### src/rtl/ram_stream_reader_pkg.sv
// Shared definitions for the RAM stream reader: FSM state encoding and RAM geometry defaults.
package ram_stream_reader_pkg;

   typedef enum logic [1:0] {
      IDLE  = 2'd0,
      ISSUE = 2'd1,
      DRAIN = 2'd2
   } state_t;

   localparam int RAM_DATA_WIDTH = 16;
   localparam int RAM_ADDR_WIDTH = 10;

endpackage

### src/rtl/ram_stream_reader_stream_fifo.sv
// Small output buffer for the stream reader: registered storage, head word always presented,
// async reset, synchronous flush.
module stream_fifo #(
   parameter int DATA_WIDTH = 16,
   parameter int DEPTH      = 4
) (
   input  logic                     clk,
   input  logic                     reset,
   input  logic                     flush,
   input  logic                     push,
   input  logic                     pop,
   input  logic [DATA_WIDTH-1:0]    din,
   output logic [DATA_WIDTH-1:0]    dout,
   output logic                     full,
   output logic                     empty,
   output logic [$clog2(DEPTH):0]   count
);

   localparam int AW = $clog2(DEPTH);
   localparam int CW = AW + 1;

   logic [DATA_WIDTH-1:0] mem [DEPTH];
   logic [AW-1:0]         wr_ptr;
   logic [AW-1:0]         rd_ptr;
   logic                  do_push;
   logic                  do_pop;

   assign empty   = (count == '0);
   assign full    = (count == CW'(DEPTH));
   assign do_pop  = pop && !empty;
   // a push into a full buffer is fine when the head leaves on the same edge
   assign do_push = push && (!full || do_pop);
   assign dout    = mem[rd_ptr];

   always_ff @(posedge clk or posedge reset) begin
      if (reset) begin
         for (int unsigned i = 0; i < DEPTH; i++) mem[i] <= '0;
         wr_ptr <= '0;
         rd_ptr <= '0;
         count  <= '0;
      end else if (flush) begin
         wr_ptr <= '0;
         rd_ptr <= '0;
         count  <= '0;
      end else begin
         if (do_push) begin
            mem[wr_ptr] <= din;
            wr_ptr      <= wr_ptr + AW'(1);
         end
         if (do_pop) rd_ptr <= rd_ptr + AW'(1);
         case ({do_push, do_pop})
            2'b10:   count <= count + CW'(1);
            2'b01:   count <= count - CW'(1);
            default: count <= count;
         endcase
      end
   end

endmodule

### src/rtl/ram_stream_reader.sv
// Reads LENGTH consecutive words from RAM port B starting at BASE_ADDR and streams them out
// over valid/ready, buffering through a small FIFO to absorb read latency and backpressure.
module ram_stream_reader
   import ram_stream_reader_pkg::*;
#(
   parameter int DATA_WIDTH = RAM_DATA_WIDTH,
   parameter int ADDR_WIDTH = RAM_ADDR_WIDTH,
   parameter int LEN_WIDTH  = 11,
   parameter int FIFO_DEPTH = 4
) (
   input  logic                  clk,
   input  logic                  reset,
   input  logic                  start,
   input  logic                  abort,
   input  logic [ADDR_WIDTH-1:0] base_addr,
   input  logic [LEN_WIDTH-1:0]  length,
   output logic                  busy,
   output logic                  done,
   output logic [ADDR_WIDTH-1:0] addr_b,
   output logic [DATA_WIDTH-1:0] data_b,
   output logic                  we_b,
   input  logic [DATA_WIDTH-1:0] q_b,
   output logic [DATA_WIDTH-1:0] out_data,
   output logic                  out_valid,
   input  logic                  out_ready
);

   localparam int CW = $clog2(FIFO_DEPTH) + 1;

   state_t                state;
   logic [ADDR_WIDTH-1:0] base_q;
   logic [ADDR_WIDTH-1:0] addr_q;
   logic [LEN_WIDTH-1:0]  length_q;
   logic [LEN_WIDTH-1:0]  issued;
   logic                  inflight;
   logic [CW-1:0]         fifo_count;
   logic                  fifo_empty;
   logic                  fifo_full;
   logic                  push;
   logic                  pop;
   logic                  flush;
   logic                  issue_now;

   assign data_b    = '0;
   assign we_b      = 1'b0;
   assign out_valid = !fifo_empty;
   assign pop       = !fifo_empty && out_ready;
   assign push      = inflight && (!fifo_full || pop);
   assign flush     = abort && (state != IDLE);

   // reserve a buffer slot for the word still in the RAM pipeline before issuing another read
   assign issue_now = (state == ISSUE) && !abort && (issued < length_q) &&
                      ((fifo_count + CW'(inflight)) < CW'(FIFO_DEPTH));

   // address is presented in the issuing cycle itself and held afterwards
   assign addr_b = issue_now ? (base_q + ADDR_WIDTH'(issued)) : addr_q;

   stream_fifo #(
      .DATA_WIDTH (DATA_WIDTH),
      .DEPTH      (FIFO_DEPTH)
   ) u_fifo (
      .clk   (clk),
      .reset (reset),
      .flush (flush),
      .push  (push),
      .pop   (pop),
      .din   (q_b),
      .dout  (out_data),
      .full  (fifo_full),
      .empty (fifo_empty),
      .count (fifo_count)
   );

   always_ff @(posedge clk or posedge reset) begin
      if (reset) begin
         state    <= IDLE;
         busy     <= 1'b0;
         done     <= 1'b0;
         base_q   <= '0;
         addr_q   <= '0;
         length_q <= '0;
         issued   <= '0;
         inflight <= 1'b0;
      end else begin
         done     <= 1'b0;
         inflight <= issue_now;
         if (issue_now) begin
            addr_q <= addr_b;
            issued <= issued + LEN_WIDTH'(1);
         end
         case (state)
            IDLE: begin
               if (start && !abort) begin
                  if (length != '0) begin
                     base_q   <= base_addr;
                     length_q <= length;
                     issued   <= '0;
                     busy     <= 1'b1;
                     state    <= ISSUE;
                  end else begin
                     done <= 1'b1;
                  end
               end
            end
            ISSUE: begin
               if (abort) begin
                  busy  <= 1'b0;
                  state <= IDLE;
               end else if (issue_now && ((issued + LEN_WIDTH'(1)) == length_q)) begin
                  state <= DRAIN;
               end
            end
            DRAIN: begin
               if (abort) begin
                  busy  <= 1'b0;
                  state <= IDLE;
               end else if (fifo_empty && !inflight) begin
                  busy  <= 1'b0;
                  done  <= 1'b1;
                  state <= IDLE;
               end
            end
            default: state <= IDLE;
         endcase
      end
   end

endmodule

### config.mk
export PLATFORM = sky130hd
export DESIGN_NAME = ram_stream_reader
export DESIGN_NICKNAME = d
export VERILOG_FILES = /design/src/rtl/ram_stream_reader_pkg.sv /design/src/rtl/ram_stream_reader_stream_fifo.sv /design/src/rtl/ram_stream_reader.sv
export SDC_FILE = /design/constraint.sdc
export NUM_CORES = 1
export LEC_CHECK = 0
export ABC_AREA = 1
export ABC_CLOCK_PERIOD_IN_PS = 2100
export BUFFER_PORTS_ARGS = -buffer_cell sky130_fd_sc_hd__buf_4
export CORE_MARGIN = 2
export CORE_UTILIZATION = 53
export DETAILED_ROUTE_END_ITERATION = 10
export GPL_TIMING_DRIVEN = 0
export MAX_ROUTING_LAYER = met4
export PLACE_DENSITY_LB_ADDON = 0.15
export SLEW_MARGIN = 30
export SYNTH_ARGS = -nofsm -noshare
export SYNTH_HDL_FRONTEND = slang
export SYNTH_HIERARCHICAL = 1
export SYNTH_SLANG_ARGS = --single-unit
### constraint.sdc
create_clock -name clk -period 2.1 [get_ports clk]
set_clock_uncertainty 0.05 [all_clocks]
set_input_delay 0.105 -clock clk [delete_from_list [all_inputs] [get_ports clk]]
set_output_delay 0.105 -clock clk [all_outputs]
set_load 0.01 [all_outputs]
==> key figures <==
Run status
  • Outcome: complete, but fails checks
  • Violations in the final reports: setup timing

Global route
  • All-Layer GR Usage: 30.9%
  • Largest net degree at the start of global routing: 50
  • First-pass GRT wire length: 31.0 mm
  • Initial antenna violation count: 0
  • Congestion Overflow GR: 0
  • Vias in the first global route: 6,359

Synthesis
  • Share of the synthesized area in the top cell type: 44.2%
  • Yosys top cell by area: dfrtp_1
  • Post-synth top cells: nand2_1 (250), o21ai_0 (135), dfrtp_1 (118)
  • Synth Cell Area: 0.00667 mm2
  • Cell variety after synth: 41
  • Synthesis-stage register bit count: 118
  • Post-synthesis instance total: 855
  • Share of the yosys chip area belonging to registers: 44.2%
  • Synth top area cells: dfrtp_1 (44%), nand2_1 (14%), o21ai_0 (10%)
  • Async SR Flop Fraction: 100%
  • Synth warnings: 6
  • Syn Area/Cell: 7.81 um2
  • Top FF cell, synth: dfrtp_1
  • Number of synthesized flops with an enable pin: 0
  • Cell with the most instances after synthesis: nand2_1

CTS
  • Clk slew on worst S/H paths: 0.06 ns
  • Root Buffer: clkbuf_16
  • H-tree depth: 4
  • CTS max path bufs: 2
  • Worst-Skew Late Latency: 0.43 ns
  • CTS tree: done
  • CTS Buf Count: 17
  • CTS Sinks: 118

Drt
  • Total Wirelength: 20.6 mm
  • Drt wl/cell: 16.6 um
  • DRT iter0 DRCs: 694
  • DRT Pass-1 Iters: 5
  • DRC: 0
  • Vias/cell: 5.47
  • Via count: 6,787
  • Routed Antenna Nets: 0

Timing
  • Fmax: 399 MHz
  • Hold Vio Cnt, Final: 0
  • RSZ-0062 raised after global routing: true
  • Final setup vio count: 14
  • Setup slack after layout: -0.403 ns
  • Fin. max-slew vios: 0
  • Final period utilization: 119%
  • Worst Tran Pin Value: 0.615 ns
  • Period minus WS final: 2.50 ns
  • Worst rel slew slack: 59.0%
  • WHS: 0.0610 ns

Power and ir drop
  • Pwr Density: 1500 mW/mm2
  • Maximum vdd ir drop: 0.819 mV
  • Leakage power: 4.80 nW

Floorplan
  • # rows: 40
  • Core area: 0.0122 mm2
  • Initial Util: 54.9%
  • Number of I/O pins: 88
  • Die Wd: 116 um
  • Die height: 116 um
  • Die area: 0.0135 mm2

Finish
  • Ant. Diodes: 0
  • Reg area: 0.00297 mm2
  • Area growth syn-to-layout: 43.5%
  • Layout Cells excl Fill: 1,240
  • Filler instances: 798
  • Multi-input gate area: 0.00363 mm2
  • Layout cell share with drive strength beyond 1: 29.8%
  • Nets: 1,132

Setup path
  • Setup slack, reg-to-reg: -0.16 ns
  • WP data required: 1.95 ns
  • Arrival time of the worst setup path: 2.35 ns
  • RR Endpoint: state[1]$_DFFE_PP0P_
  • Crit Path Class: reg -> out
  • R2R cell count: 16
  • Reg-to-reg critical path startpoint: length_q[4]$_DFFE_PP0P_
  • Crit end category: primary output
  • Worst-path fanout max: 5
  • Worst Setup Start Kind: flop
  • Critical Path Start: length_q[4]$_DFFE_PP0P_

Worst hold path
  • Hold Startpoint: abort
  • Hold path depth: 4
  • Hold EP: u_fifo/rd_ptr[1]$_DFFE_PP0P_
  • Min-delay worst type: in -> reg

Place
  • Port-buffer cells: 70
  • Placed instance count: 1,110
  • Pre-CTS WS: -0.508 ns
  • Placer Congestion: 0.907
  • Post-DP HPWL: 11.9 mm

Run
  • Number of max-cap violations: 0
routing by layer:
metal  GRT usage [%]  vias up  share of wire (%)
met5               -        -                  0
met4            11.6        0                2.8
met3            5.86       61                7.2
met2            47.6      326                 48
met1            41.1     3227                 42
li1                -     3173                  -
registers in the layout (all words and copies together), names as in the netlist:
signal,count
busy,1
done,1
base_q,10
issued,11
state,2
u_fifo/wr_ptr,2
u_fifo/rd_ptr,2
u_fifo/mem,64
inflight,1
addr_q,10
length_q,11
u_fifo/count,3
worst max-delay path, stage by stage, from the launching register on:
cell and delay (ns):
dfrtp_1 0.39, inv_2 0.09, ha_4 0.21, nand2_2 0.06
nand2_1 0.05, nand2_1 0.06, nand2_1 0.07, nand2_1 0.09
nand4_1 0.13, nor2_4 0.15, inv_2 0.07, buf_8 0.14
buf_16 0.15, nand2_4 0.06, o21ai_2 0.06, buf_4 0.15
layout by cell type, fill, tap and decap left out, types with 3 or more instances in the layout:
master,synthesis,final
xnor2_1,6,6
clkbuf_16,0,19
dfrtp_1,118,106
inv_6,0,7
conb_1,1,17
ha_1,29,12
clkinvlp_4,0,5
clkbuf_1,13,5
nand2_4,0,12
a21oi_2,0,5
nand3_1,35,34
o21ai_0,135,120
a21oi_1,37,32
buf_8,0,3
dlygate4sd3_1,0,41
o21ai_2,0,8
inv_1,77,58
a211oi_1,3,3
buf_6,7,13
nor2_8,3,3
clkbuf_4,0,6
buf_4,17,137
nand2_2,3,10
buf_2,12,3
nand4_1,6,6
clkbuf_2,0,4
o21ai_1,21,26
xor2_1,5,4
nor2_1,44,40
nand2_1,250,230
inv_2,3,20
nor2_4,2,7
ha_4,0,16
dfrtp_2,0,12
worst max-delay path by stage:
stage / slack [ns] / to / cells past startpoint
6_report: -0.40 / addr_b[2] / 15
5_1_grt: -0.50 / addr_b[7] / 13
4_1_cts: -0.34 / addr_b[3] / 13
3_5_place_dp: -0.51 / addr_b[2] / 11
3_3_place_gp: -0.80 / u_fifo/mem[63]$_DFFE_PP0P_ / 2
2_1_floorplan: -0.04 / u_fifo/count[2]$_DFFE_PP0P_ / 18
final cells by class:
type	instances	area share, %
Tap cell	168	2.19
Timing Repair Buffer	170	15.3
Clock inverter	15	1.53
Multi-Input combinational cell	622	37.9
Buffer	50	4.46
Inverter	80	3.19
Sequential cell	118	31.0
Clock buffer	17	4.44
kinds of logic after synthesis:
logic type               Yosys count  synth area share, %
AO/OA/AOI/OAI                    208                 16.2
XOR/XNOR                          11                 1.44
adder cells (fa/ha/maj)           31                 6.04
buffers and inverters            131                 9.58
flip-flops                       118                 44.2
other                              1               0.0562
AND/OR/NAND/NOR                  355                 22.5
metrics by stage:
| step | total power [W] | utilization [%] | TNS (ns) | instance area, um2 |
|---|---|---|---|---|
| 4_1_cts | 0.0132 | 75.5 | -3.47 | 9180 |
| 3_3_place_gp | 0.00884 | 61.5 | -67.20 | 7480 |
| 3_5_place_dp | 0.00898 | 61.8 | -10.99 | 7510 |
| 5_1_grt | 0.0153 | 78.7 | -5.94 | 9580 |
| 6_report | 0.0144 | 78.7 | -4.15 | 9580 |
| 2_1_floorplan | 0.00717 | - | -0.0371 | 6750 |
what timing repair did:
item | CTS | global route
resized for setup | 106 | 62
endpoints found under the setup margin | 79 | 107
pin swaps | 14 | 19
hold buffers | 41 | 0
cloned | 2 | 1
endpoints found under the hold margin | 204 | 0
setup buffers | 34 | 21
report_power, final:
part           internal [W]  leakage [nW]  switching (W)
clock               0.00165         0.264        0.00117
sequential          0.00310          1.47       0.000590
combinational       0.00352          3.07        0.00436
Power figures use the tool's default switching activity.
